$ cat src/rtl/multi_digit_bcd_counter.sv
// Prescaled up/down BCD counter with synchronous load, wrap pulse and 7-segment decode.
// BCD is the count register itself (zero latency), SEG decodes it combinationally, TC is registered; no backpressure.
module multi_digit_bcd_counter #(
    parameter int DIGITS = 2,
    parameter int DIV    = 50000000
) (
    input  logic                  input_CLK,
    input  logic                  input_RST,
    input  logic                  input_ENA,
    input  logic                  input_UP,
    input  logic                  input_LOAD,
    input  logic [4*DIGITS-1:0]   input_DATA,
    output logic [4*DIGITS-1:0]   output_BCD,
    output logic [7*DIGITS-1:0]   output_SEG,
    output logic                  output_TC
);

    localparam int PW = (DIV > 1) ? $clog2(DIV) : 1;
    localparam logic [PW-1:0] PMAX = PW'(DIV - 1);

    logic [4*DIGITS-1:0] cnt_q, cnt_d;
    logic [PW-1:0]       presc_q, presc_d;
    logic                tc_q, tc_d;

    logic                tick;
    logic [4*DIGITS-1:0] cnt_step;
    logic [4*DIGITS-1:0] load_val;
    logic                carry;
    logic [3:0]          dig;

    function automatic logic [6:0] seg7(input logic [3:0] d);
        logic [6:0] s;
        case (d)
            4'd0:    s = 7'h3F;
            4'd1:    s = 7'h06;
            4'd2:    s = 7'h5B;
            4'd3:    s = 7'h4F;
            4'd4:    s = 7'h66;
            4'd5:    s = 7'h6D;
            4'd6:    s = 7'h7D;
            4'd7:    s = 7'h07;
            4'd8:    s = 7'h7F;
            4'd9:    s = 7'h6F;
            default: s = 7'h00;
        endcase
        return s;
    endfunction

    assign tick = input_ENA && (presc_q == PMAX);

    // Ripple the +1/-1 through the digits; carry surviving the last digit means a wrap.
    always_comb begin
        cnt_step = cnt_q;
        carry    = 1'b1;
        dig      = 4'd0;
        for (int k = 0; k < DIGITS; k++) begin
            dig = cnt_q[4*k +: 4];
            if (carry) begin
                if (input_UP) begin
                    if (dig >= 4'd9) begin
                        cnt_step[4*k +: 4] = 4'd0;
                    end else begin
                        cnt_step[4*k +: 4] = dig + 4'd1;
                        carry = 1'b0;
                    end
                end else begin
                    if (dig == 4'd0) begin
                        cnt_step[4*k +: 4] = 4'd9;
                    end else begin
                        cnt_step[4*k +: 4] = dig - 4'd1;
                        carry = 1'b0;
                    end
                end
            end
        end
    end

    always_comb begin
        load_val = input_DATA;
        for (int k = 0; k < DIGITS; k++) begin
            if (input_DATA[4*k +: 4] > 4'd9) begin
                load_val[4*k +: 4] = 4'd0;
            end
        end
    end

    always_comb begin
        cnt_d   = cnt_q;
        presc_d = presc_q;
        tc_d    = 1'b0;
        if (input_LOAD) begin
            cnt_d   = load_val;
            presc_d = '0;
        end else if (tick) begin
            cnt_d   = cnt_step;
            presc_d = '0;
            tc_d    = carry;
        end else if (input_ENA) begin
            presc_d = presc_q + PW'(1);
        end
    end

    always_ff @(posedge input_CLK) begin
        if (input_RST) begin
            cnt_q   <= '0;
            presc_q <= '0;
            tc_q    <= 1'b0;
        end else begin
            cnt_q   <= cnt_d;
            presc_q <= presc_d;
            tc_q    <= tc_d;
        end
    end

    assign output_BCD = cnt_q;
    assign output_TC  = tc_q;

    for (genvar g = 0; g < DIGITS; g++) begin : g_seg
        assign output_SEG[7*g +: 7] = seg7(cnt_q[4*g +: 4]);
    end

endmodule

$ cat config.mk
export PLATFORM = sky130hd
export DESIGN_NAME = multi_digit_bcd_counter
export DESIGN_NICKNAME = d
export VERILOG_FILES = /design/src/rtl/multi_digit_bcd_counter.sv
export SDC_FILE = /design/constraint.sdc
export NUM_CORES = 1
export LEC_CHECK = 0
export CAP_MARGIN = 15
export CORE_AREA = 2 2 62 93
export CTS_CLUSTER_SIZE = 40
export DETAILED_ROUTE_END_ITERATION = 10
export DIE_AREA = 0 0 64 95
export GPL_ROUTABILITY_DRIVEN = 0
export GPL_TIMING_DRIVEN = 0
export PLACE_DENSITY = 0.78
export SLEW_MARGIN = 20
export SYNTH_ARGS = -nofsm -noshare
export SYNTH_HDL_FRONTEND = slang
export SYNTH_SLANG_ARGS = --single-unit
$ cat constraint.sdc
create_clock -name input_CLK -period 4.2 [get_ports input_CLK]
set_clock_uncertainty 0.1 [all_clocks]
set_input_delay 1.05 -clock input_CLK [delete_from_list [all_inputs] [get_ports input_CLK]]
set_output_delay 1.05 -clock input_CLK [all_outputs]
set_load 0.1 [all_outputs]
; ---- Yosys cells after proc, flatten, opt, wreduce, memory -nomap -nowiden
; Memory sizes are Yosys's and may differ from the RTL's. A register that Yosys moved wholly into a read port is not among the register bits.
; Cells that the tools add are included.
[word_totals]
latch_bits = 0
inputBits = 13
mem_bits_rw = 0
word_cells = 47
rom_bits = 224
ff_bits = 35
out_inout_bits = 23
mem_count = 2
[memory_table]
columns = memory, words, word_bits, rd, rd_clocked_by_memory_dff, write_ports, line_no
row1 = (no name shown), 16, 7, 1, 1, 0, 33  ; case (d)
row2 = (no name shown), 16, 7, 1, 1, 0, 33
[classes]
n_bitwise = 2
addsub = 5
reduce_logical = 8
shifts = 0
div_mod_pow = 0
mux = 21
eq_ne = 1
mul = 0
magnitude_cmp = 4
[op_table]
columns = operator, n
row1 = 4-bit two-way mux, 13
row2 = 26-bit by 1-bit adder with 26-bit output (second input constant), 1
row3 = 26-bit equality test (second input constant), 1
row4 = 8-bit two-way mux, 2
row5 = 4-bit by 1-bit adder with 4-bit output (second input constant), 2
row6 = 4-bit >= comparator (second input constant), 2
row7 = 4-bit greater-than comparator (second input constant), 2
row8 = 4-bit zero test, 2
row9 = 4-bit by 1-bit subtractor with 4-bit output (second input constant), 2
row10 = 1-bit two-way mux, 6
row11 = 2-bit nonzero test, 2
row12 = 4-bit OR reduction, 1
row13 = 3-bit OR reduction, 1
row14 = 1-bit inverter, 2
row15 = 2-bit AND reduction, 1
row16 = 1-bit logical AND, 1

; ---- Depth between registers and ports, before layout
; Gate-level depths: netlist of the first run.
[depth]
ltp_word = 8
mapped_depth = 14
ltp_nobuf = 13

; ---- Worst setup path after synthesis of the first run
; OpenSTA, ideal clock, no wires.
[synth_path]
kind = input port to flip-flop
from = input output_BCD[1]
to = register, netlist name output_SEG[11]
path_buffers = 1
t_arrival_ns = 3.486
setup_slack_ns = 0.490
required_ns = 3.975
setup_time_ns = 0.125
path_stages = 15
cell_sequence = dfxtp_1 > inv_1 > ha_1 > or3b_4 > a31o_1 > and4_4 > buf_6 > mux2i_1 > o211ai_1 > nor2b_1 > inv_1 > ha_1 > inv_1 > mux2_2 > o21ai_0
[synth_via]
elab_chain_len = 7
word_cells_on_any_way = 9
cone_classes = 1 x order compare / 5 x mux / 3 x reduce/logical
[synth_rtl]
columns = element, line_no
row1 = from (decl), 13  ; output logic [4*DIGITS-1:0] output_BCD,
row2 = 4-bit >= comparator or 4-bit zero test (tied branches), "60, 67"
row3 = 1-bit two-way mux (on tied branches), "60, 67"
row4 = 1-bit two-way mux *, 59  ; if (input_UP) begin
row5 = 2-bit nonzero test (no line) *, -
row6 = 2-bit AND reduction (no line) *, -
row7 = 4-bit two-way mux (no line) * (2 in a row), -
; Mark *: on every way between the ends. The rest lies on a longest branch, timed or not.
; A chain may end at the register's enable or synchronous reset.

; ---- Worst setup path in the final report of the first run
[layout_path]
from = input input_ENA
to = register, netlist name output_SEG[11]
[layout_via]
elab_chain_len = 5
[layout_rtl]
columns = element, line_no
row1 = from (decl), 9  ; input logic input_ENA,
row2 = 1-bit logical AND, 49  ; assign tick = input_ENA && (presc_q == PMAX);
row3 = 2-bit nonzero test (no line), -
row4 = 2-bit AND reduction (no line), -
row5 = 4-bit two-way mux (no line) (2 in a row), -
; Every way passes these cells.

==> metrics.cfg, run 1 <==
[grt]
grt_max_degree = 15
antenna_found_initial = 0
grt_pass1_wl_um = 10000
grt_use_total_pct = 20.6
grt_overflow = 0
grt_pass1_vias = 2300

[die]
dieArea_sq_um = 6080
io_pins = 36
rows = 33
die_w_um = 64
die_h_um = 95
initial_core_util_pct = 53.3
core_sq_um = 5330

[sta]
max_freq_mhz = 265
max_slew_margin_pct = 34.5
tns_ps = 0
tightest_slew_ps = 979
drv_slew = 0
layout_min_cycle_time_ps = 3770
final_hold_viol_count = 0
setup_viol = 0
rsz0062_at_grt = no
period_share_pct = 89.8

[yosys]
synth_fa_ha_area_share_pct = 8.37
synth_edf_count = 0
syn-num-nets = 362
synthArstFlopShare_pct = 0
synth.largest_area_cell = dfxtp_1
syn_avg_cell_area_sq_um = 8.60
synth_top_family_by_area = simple AND/OR/NAND/NOR gates
synthTopCellsByCount = dfxtp_1, nor2_1, nand2_1
synth_flop_cell = dfxtp_1
yosys_warnings = 0
synth_top_area_share_pct = 34.6
synthSimpleGateAreaFrac_pct = 25.0
synth.cell_area_sq_um = 2840
yosysUniqueCellTypes = 61
yosysSeqAreaShare_pct = 34.6
synthXorXnorAreaFrac_pct = 7.10
synth_area_leaders = dfxtp_1, ha_1, nor2_1
synth-compound-area-share_pct = 15.7
synth_most_common_cell = dfxtp_1
synthCells = 330
ys_ff_latch = 49
synth_mux_area_share_pct = 3.61

[worst_setup_path]
crit_slowest_cell = clkdlybuf4s50_1
critical-path-top-delay-family = buffers and inverters
slowest_delay_ps = 590
endpoint_kind = flop
worstSetupPathType = in -> reg
cp_max_fo = 6
required_ps = 4330
cp_cell_sequence = clkdlybuf4s50_1 -> and4_1 -> and3_1 -> buf_6 -> and4_4 -> buf_6 -> mux2i_1 -> a21oi_1 -> nor2_1 -> inv_1 -> ha_1 -> inv_1 -> mux2_2 -> o21ai_0
crit_path_start_kind = primary input
cp.arrival_ps = 3910
crit_buf_inv = 5

[status]
status = complete, no violations

[clock_tree]
cts_resized = 0
clk_pin_slew_ps = 90
cts_tree = yes
cts_root_buf = clkbuf_8
cts.hold.buffers_added = 0
clock-sinks = 49
htree_levels = 2
numCtsBuffers = 5
clock_path_buffers = 2
post_cts_buffers = 0
clk_latency_ps = 300

[pwr]
pwr-share-seq_pct = 44.1
p_comb_share_pct = 24.3
p_int_uw = 753
p_switching_uw = 358
power.density_nw_per_um2 = 328
clkPwrFrac_pct = 31.7
p_sw_share_pct = 32.2
p_leak_uw = 0.00130
ir_drop_mv = 0.236

[worst_hold_path]
hold_class = reg -> reg

[placement]
port_buffers = 34
dpl.cell_count = 434
hpwl_um = 4590

[detailed_routing]
vias = 2483
routed_wirelength_um = 6050
drtPass1Iterations = 4
drtAntennaViolNets = 0
wire_per_inst_um = 13.7
avgViaCountPerCell = 5.62
drc_errors = 0
drt-initial-drc-count = 142

[final_layout]
diodes = 0
fin_nets = 403
stdcell_count = 442
area_delta_synth_final_pct = 19.2
drive_gt1_share_pct = 8.33

[run]
cap_violations = 0

[path summary, 6_finish.rpt]
kind                       from             end  slack, ps  cells after the start
setup / recovery      input_ENA  output_SEG[11]        430                     14
hold / removal      presc_q[25]     presc_q[25]        400                      2
setup reg to reg  output_BCD[0]  output_SEG[11]        800                     14
hold reg to reg     presc_q[25]     presc_q[25]        400                      2
[layout by cell type (no fill, tap or decap), drive strengths merged, types with 9 or more instances in the layout]
cell | Yosys | layout
a21oi | 15 | 15
dfxtp | 49 | 49
nand3 | 9 | 9
clkbuf | 8 | 15
clkdlybuf4s50 | 0 | 34
nand2 | 25 | 25
nor2 | 38 | 38
buf | 9 | 9
inv | 18 | 18
ha | 19 | 19
o21ai | 17 | 17
xor2 | 15 | 15
[registers in the layout (all words and copies together), names as in the netlist]
register    flops
output_TC       1
output_BCD      8
presc_q        26
output_SEG     14
[metal layers]
layer  part of all wire [%]  global-route usage (%)  vias up
li1                       -                       -     1249
met1                     40                    21.5     1163
met2                     55                    39.7       59
met3                    3.0                    3.22       12
met4                    2.4                    9.42        0
met5                      0                       0        -
[final cells by class]
type / count / area, sq um
multi-input cells: 246 / 1700
inverters: 18 / 67.6
flip-flops and latches: 49 / 981
repair buffers: 34 / 340
clock buffers: 7 / 86.3
clock inverters: 1 / 30.0
plain buffers: 17 / 92.6
well taps: 70 / 87.6
fillers: 467 / 1940
[worst min-delay path, stage by stage, from the launching register on]
cell and delay (ps):
dfxtp_1 330, o21ai_0 70, a21oi_1 60
[cells by family after synthesis]
| kind of cell | after synthesis |
|---|---|
| adder cells (fa/ha/maj) | 19 |
| AO/OA/AOI/OAI | 66 |
| flip-flops | 49 |
| multiplexers | 10 |
| AND/OR/NAND/NOR | 128 |
| buffers and inverters | 35 |
| XOR/XNOR | 23 |
[per-stage QoR]
| step | instance area (sq um) | utilization (%) | hold slack (ps) | power (uW) | setup slack [ps] |
|---|---|---|---|---|---|
| 6_report | 3380 | 63.5 | 404 | 1110 | 427 |
| 5_1_grt | 3380 | 63.5 | 423 | 1150 | 279 |
| 3_3_place_gp | 3270 | 61.3 | 370 | 766 | 139 |
| 2_1_floorplan | 2840 | - | 354 | 703 | 490 |
| 3_5_place_dp | 3270 | 61.3 | 390 | 769 | 105 |
| 4_1_cts | 3380 | 63.5 | 403 | 1110 | 418 |
[power by group through the flow]
stage | clock network (uW) | registers (uW) | logic, uW
floorplan | 0 | 618 | 85.8
global placement | 0 | 500 | 265
detailed placement | 0 | 501 | 268
CTS | 356 | 490 | 269
global route | 373 | 492 | 284
finish | 352 | 490 | 270
Note: power is estimated with default switching activity, not from simulation.
==> run 2: changes to the inputs <==
--- a/config.mk
+++ b/config.mk
@@ -5,9 +5,9 @@
 export SDC_FILE = /design/constraint.sdc
 export NUM_CORES = 1
 export LEC_CHECK = 0
-export CAP_MARGIN = 15
+export CAP_MARGIN = 20
 export CORE_AREA = 2 2 62 93
-export CTS_CLUSTER_SIZE = 40
+export CTS_CLUSTER_SIZE = 8
 export DETAILED_ROUTE_END_ITERATION = 10
 export DIE_AREA = 0 0 64 95
 export GPL_ROUTABILITY_DRIVEN = 0
==> results of run 2 <==
The final DEF is identical to that of run 1; final timing and power are the same.
==> run 3: changes to the inputs <==
--- a/config.mk
+++ b/config.mk
@@ -5,11 +5,10 @@
 export SDC_FILE = /design/constraint.sdc
 export NUM_CORES = 1
 export LEC_CHECK = 0
-export CAP_MARGIN = 20
-export CORE_AREA = 2 2 62 93
+export CORE_AREA = 3 3 63 94
 export CTS_CLUSTER_SIZE = 8
 export DETAILED_ROUTE_END_ITERATION = 10
-export DIE_AREA = 0 0 64 95
+export DIE_AREA = 0 0 66 97
 export GPL_ROUTABILITY_DRIVEN = 0
 export GPL_TIMING_DRIVEN = 0
 export PLACE_DENSITY = 0.78
==> run 3 against run 2 <==
Sequential cell count unchanged. Total power is 4.6% higher. Final cell count fell by 0.45%. First-iteration DRC count rose by 29%. Critical path depth decreased by 1. Die area up 5.3%. Wire length is 0.69% higher. Worst setup slack worse by 20 ps. Largest power group unchanged.
==> metrics.cfg, run 3 (synthesized netlist as in run 1, its figures left out) <==
[final_layout]
layout_common_cells = dfxtp_1, nor2_1, clkdlybuf4s50_1
layout_commonest_cell = dfxtp_1
top_register = presc_q
drive_gt1_share_pct = 8.60
diodes = 0
largest_reg_flops = 26
num-fill-cells = 437
stdcell_count = 440
area_delta_synth_final_pct = 19.8
fin_nets = 403

[die]
io_pins = 36
die_w_um = 66
initial_core_util_pct = 55.0
rows = 32
die_h_um = 97
dieArea_sq_um = 6400
core_sq_um = 5160

[detailed_routing]
drtPass1Iterations = 4
avgViaCountPerCell = 5.63
wire_per_inst_um = 13.8
routed_wirelength_um = 6090
drc_errors = 0
drtAntennaViolNets = 0
vias = 2478
drt-initial-drc-count = 183

[placement]
port_buffers = 34
dpl.cell_count = 432
hpwl_um = 4590

[sta]
layout_min_cycle_time_ps = 3790
drv_slew = 0
period_share_pct = 90.3
max_slew_margin_pct = 34.4
setup_viol = 0
final_hold_viol_count = 0
rsz0062_at_grt = no
tns_ps = 0
max_freq_mhz = 264
tightest_slew_ps = 981

[worst_setup_path]
required_ps = 4300
critical-path-top-delay-family = simple AND/OR/NAND/NOR gates
worstSetupPathType = in -> reg
crit_slowest_cell = clkdlybuf4s50_1
cp_max_fo = 6
endpoint_kind = flop
cp_cell_sequence = clkdlybuf4s50_1 -> and4_1 -> and3_1 -> buf_6 -> and4_4 -> buf_6 -> mux2i_1 -> a21oi_1 -> nor2_1 -> inv_1 -> ha_1 -> a21oi_1 -> o21bai_1
slowest_delay_ps = 590
startpoint = input_ENA
crit_path_start_kind = primary input
crit_buf_inv = 4
cp.arrival_ps = 3890
rr_startpoint = output_BCD[0]

[pwr]
p_total_uw = 1160
p_leak_uw = 0.00131
power.density_nw_per_um2 = 342
ir_drop_mv = 0.259

[grt]
grt_pass1_wl_um = 10200
antenna_found_initial = 0
grt_max_degree = 17
grt_pass1_vias = 2398
grt_overflow = 0
grt_use_total_pct = 19.8

[clock_tree]
post_cts_buffers = 0
cts_root_buf = clkbuf_8
htree_levels = 2
clk_latency_ps = 310
cts_tree = yes
clock-sinks = 49
cts_resized = 0
numCtsBuffers = 5
cts.hold.buffers_added = 0
clk_pin_slew_ps = 90
clock_path_buffers = 2

[worst_hold_path]
worstHoldStart = presc_q[22]
hold_class = reg -> reg

[status]
status = complete, no violations

[run]
cap_violations = 0

-- run 3: cell types whose count changed in the layout (fill, tap and decap cells not counted) --
cell	delta
bufinv_16	+1
clkbuf_1	-1
clkbuf_8	-1
inv_6	+1
-- run 3: per-stage QoR --
step | setup WS [ps] | instance area, sq um | hold slack, ps | utilization (%)
finish | 406 | 3400 | 399 | 65.9
global route | 178 | 3400 | 433 | 65.9
CTS | 422 | 3400 | 400 | 65.9
detailed placement | 108 | 3260 | 386 | 63.2
global placement | 124 | 3260 | 364 | 63.2
floorplan | 490 | 2840 | 354 | -
-- run 3: final timing paths --
kind | to | slack, ps | cells after the start
worst max register to register | output_SEG[11] | 780 | 14
worst min register to register | presc_q[22] | 400 | 2
worst min-delay path | presc_q[22] | 400 | 2
worst max-delay path | output_SEG[8] | 410 | 13
-- run 3: power by group --
group	switching (uW)	internal (uW)	leakage (uW)
clock	164	240	0.0000687
combinational	192	77.5	0.000838
sequential	8.75	481	0.000399
-- run 3: cell type report --
class / count / area, sq um / area share, %
Buffer: 17 / 92.6 / 2.72
Clock buffer: 5 / 68.8 / 2.02
Clock inverter: 3 / 68.8 / 2.02
Inverter: 18 / 67.6 / 1.99
Multi-Input combinational cell: 246 / 1700 / 49.9
Sequential cell: 49 / 981 / 28.8
Tap cell: 68 / 85.1 / 2.50
Timing Repair Buffer: 34 / 340 / 10.0
-- run 3: per-layer routing --
| layer | wire length, um | GRT usage, % | up-vias |
|---|---|---|---|
| met5 | 0 | 0 | - |
| met4 | 80 | 7.04 | 0 |
| met3 | 198 | 3.25 | 6 |
| met2 | 3290 | 37.5 | 46 |
| met1 | 2520 | 21.0 | 1167 |
| li1 | - | - | 1259 |
-- run 3: worst register-to-register path: stages, from the launching register on --
cell and delay (ps):
dfxtp_1 380, inv_1 150, ha_1 290, or3b_4 440, a31o_1 270, and4_4 200, buf_6 120, mux2i_1 140
a21oi_1 360, nor2_1 170, inv_1 140, ha_1 150, inv_1 60, mux2_2 250, o21ai_0 120
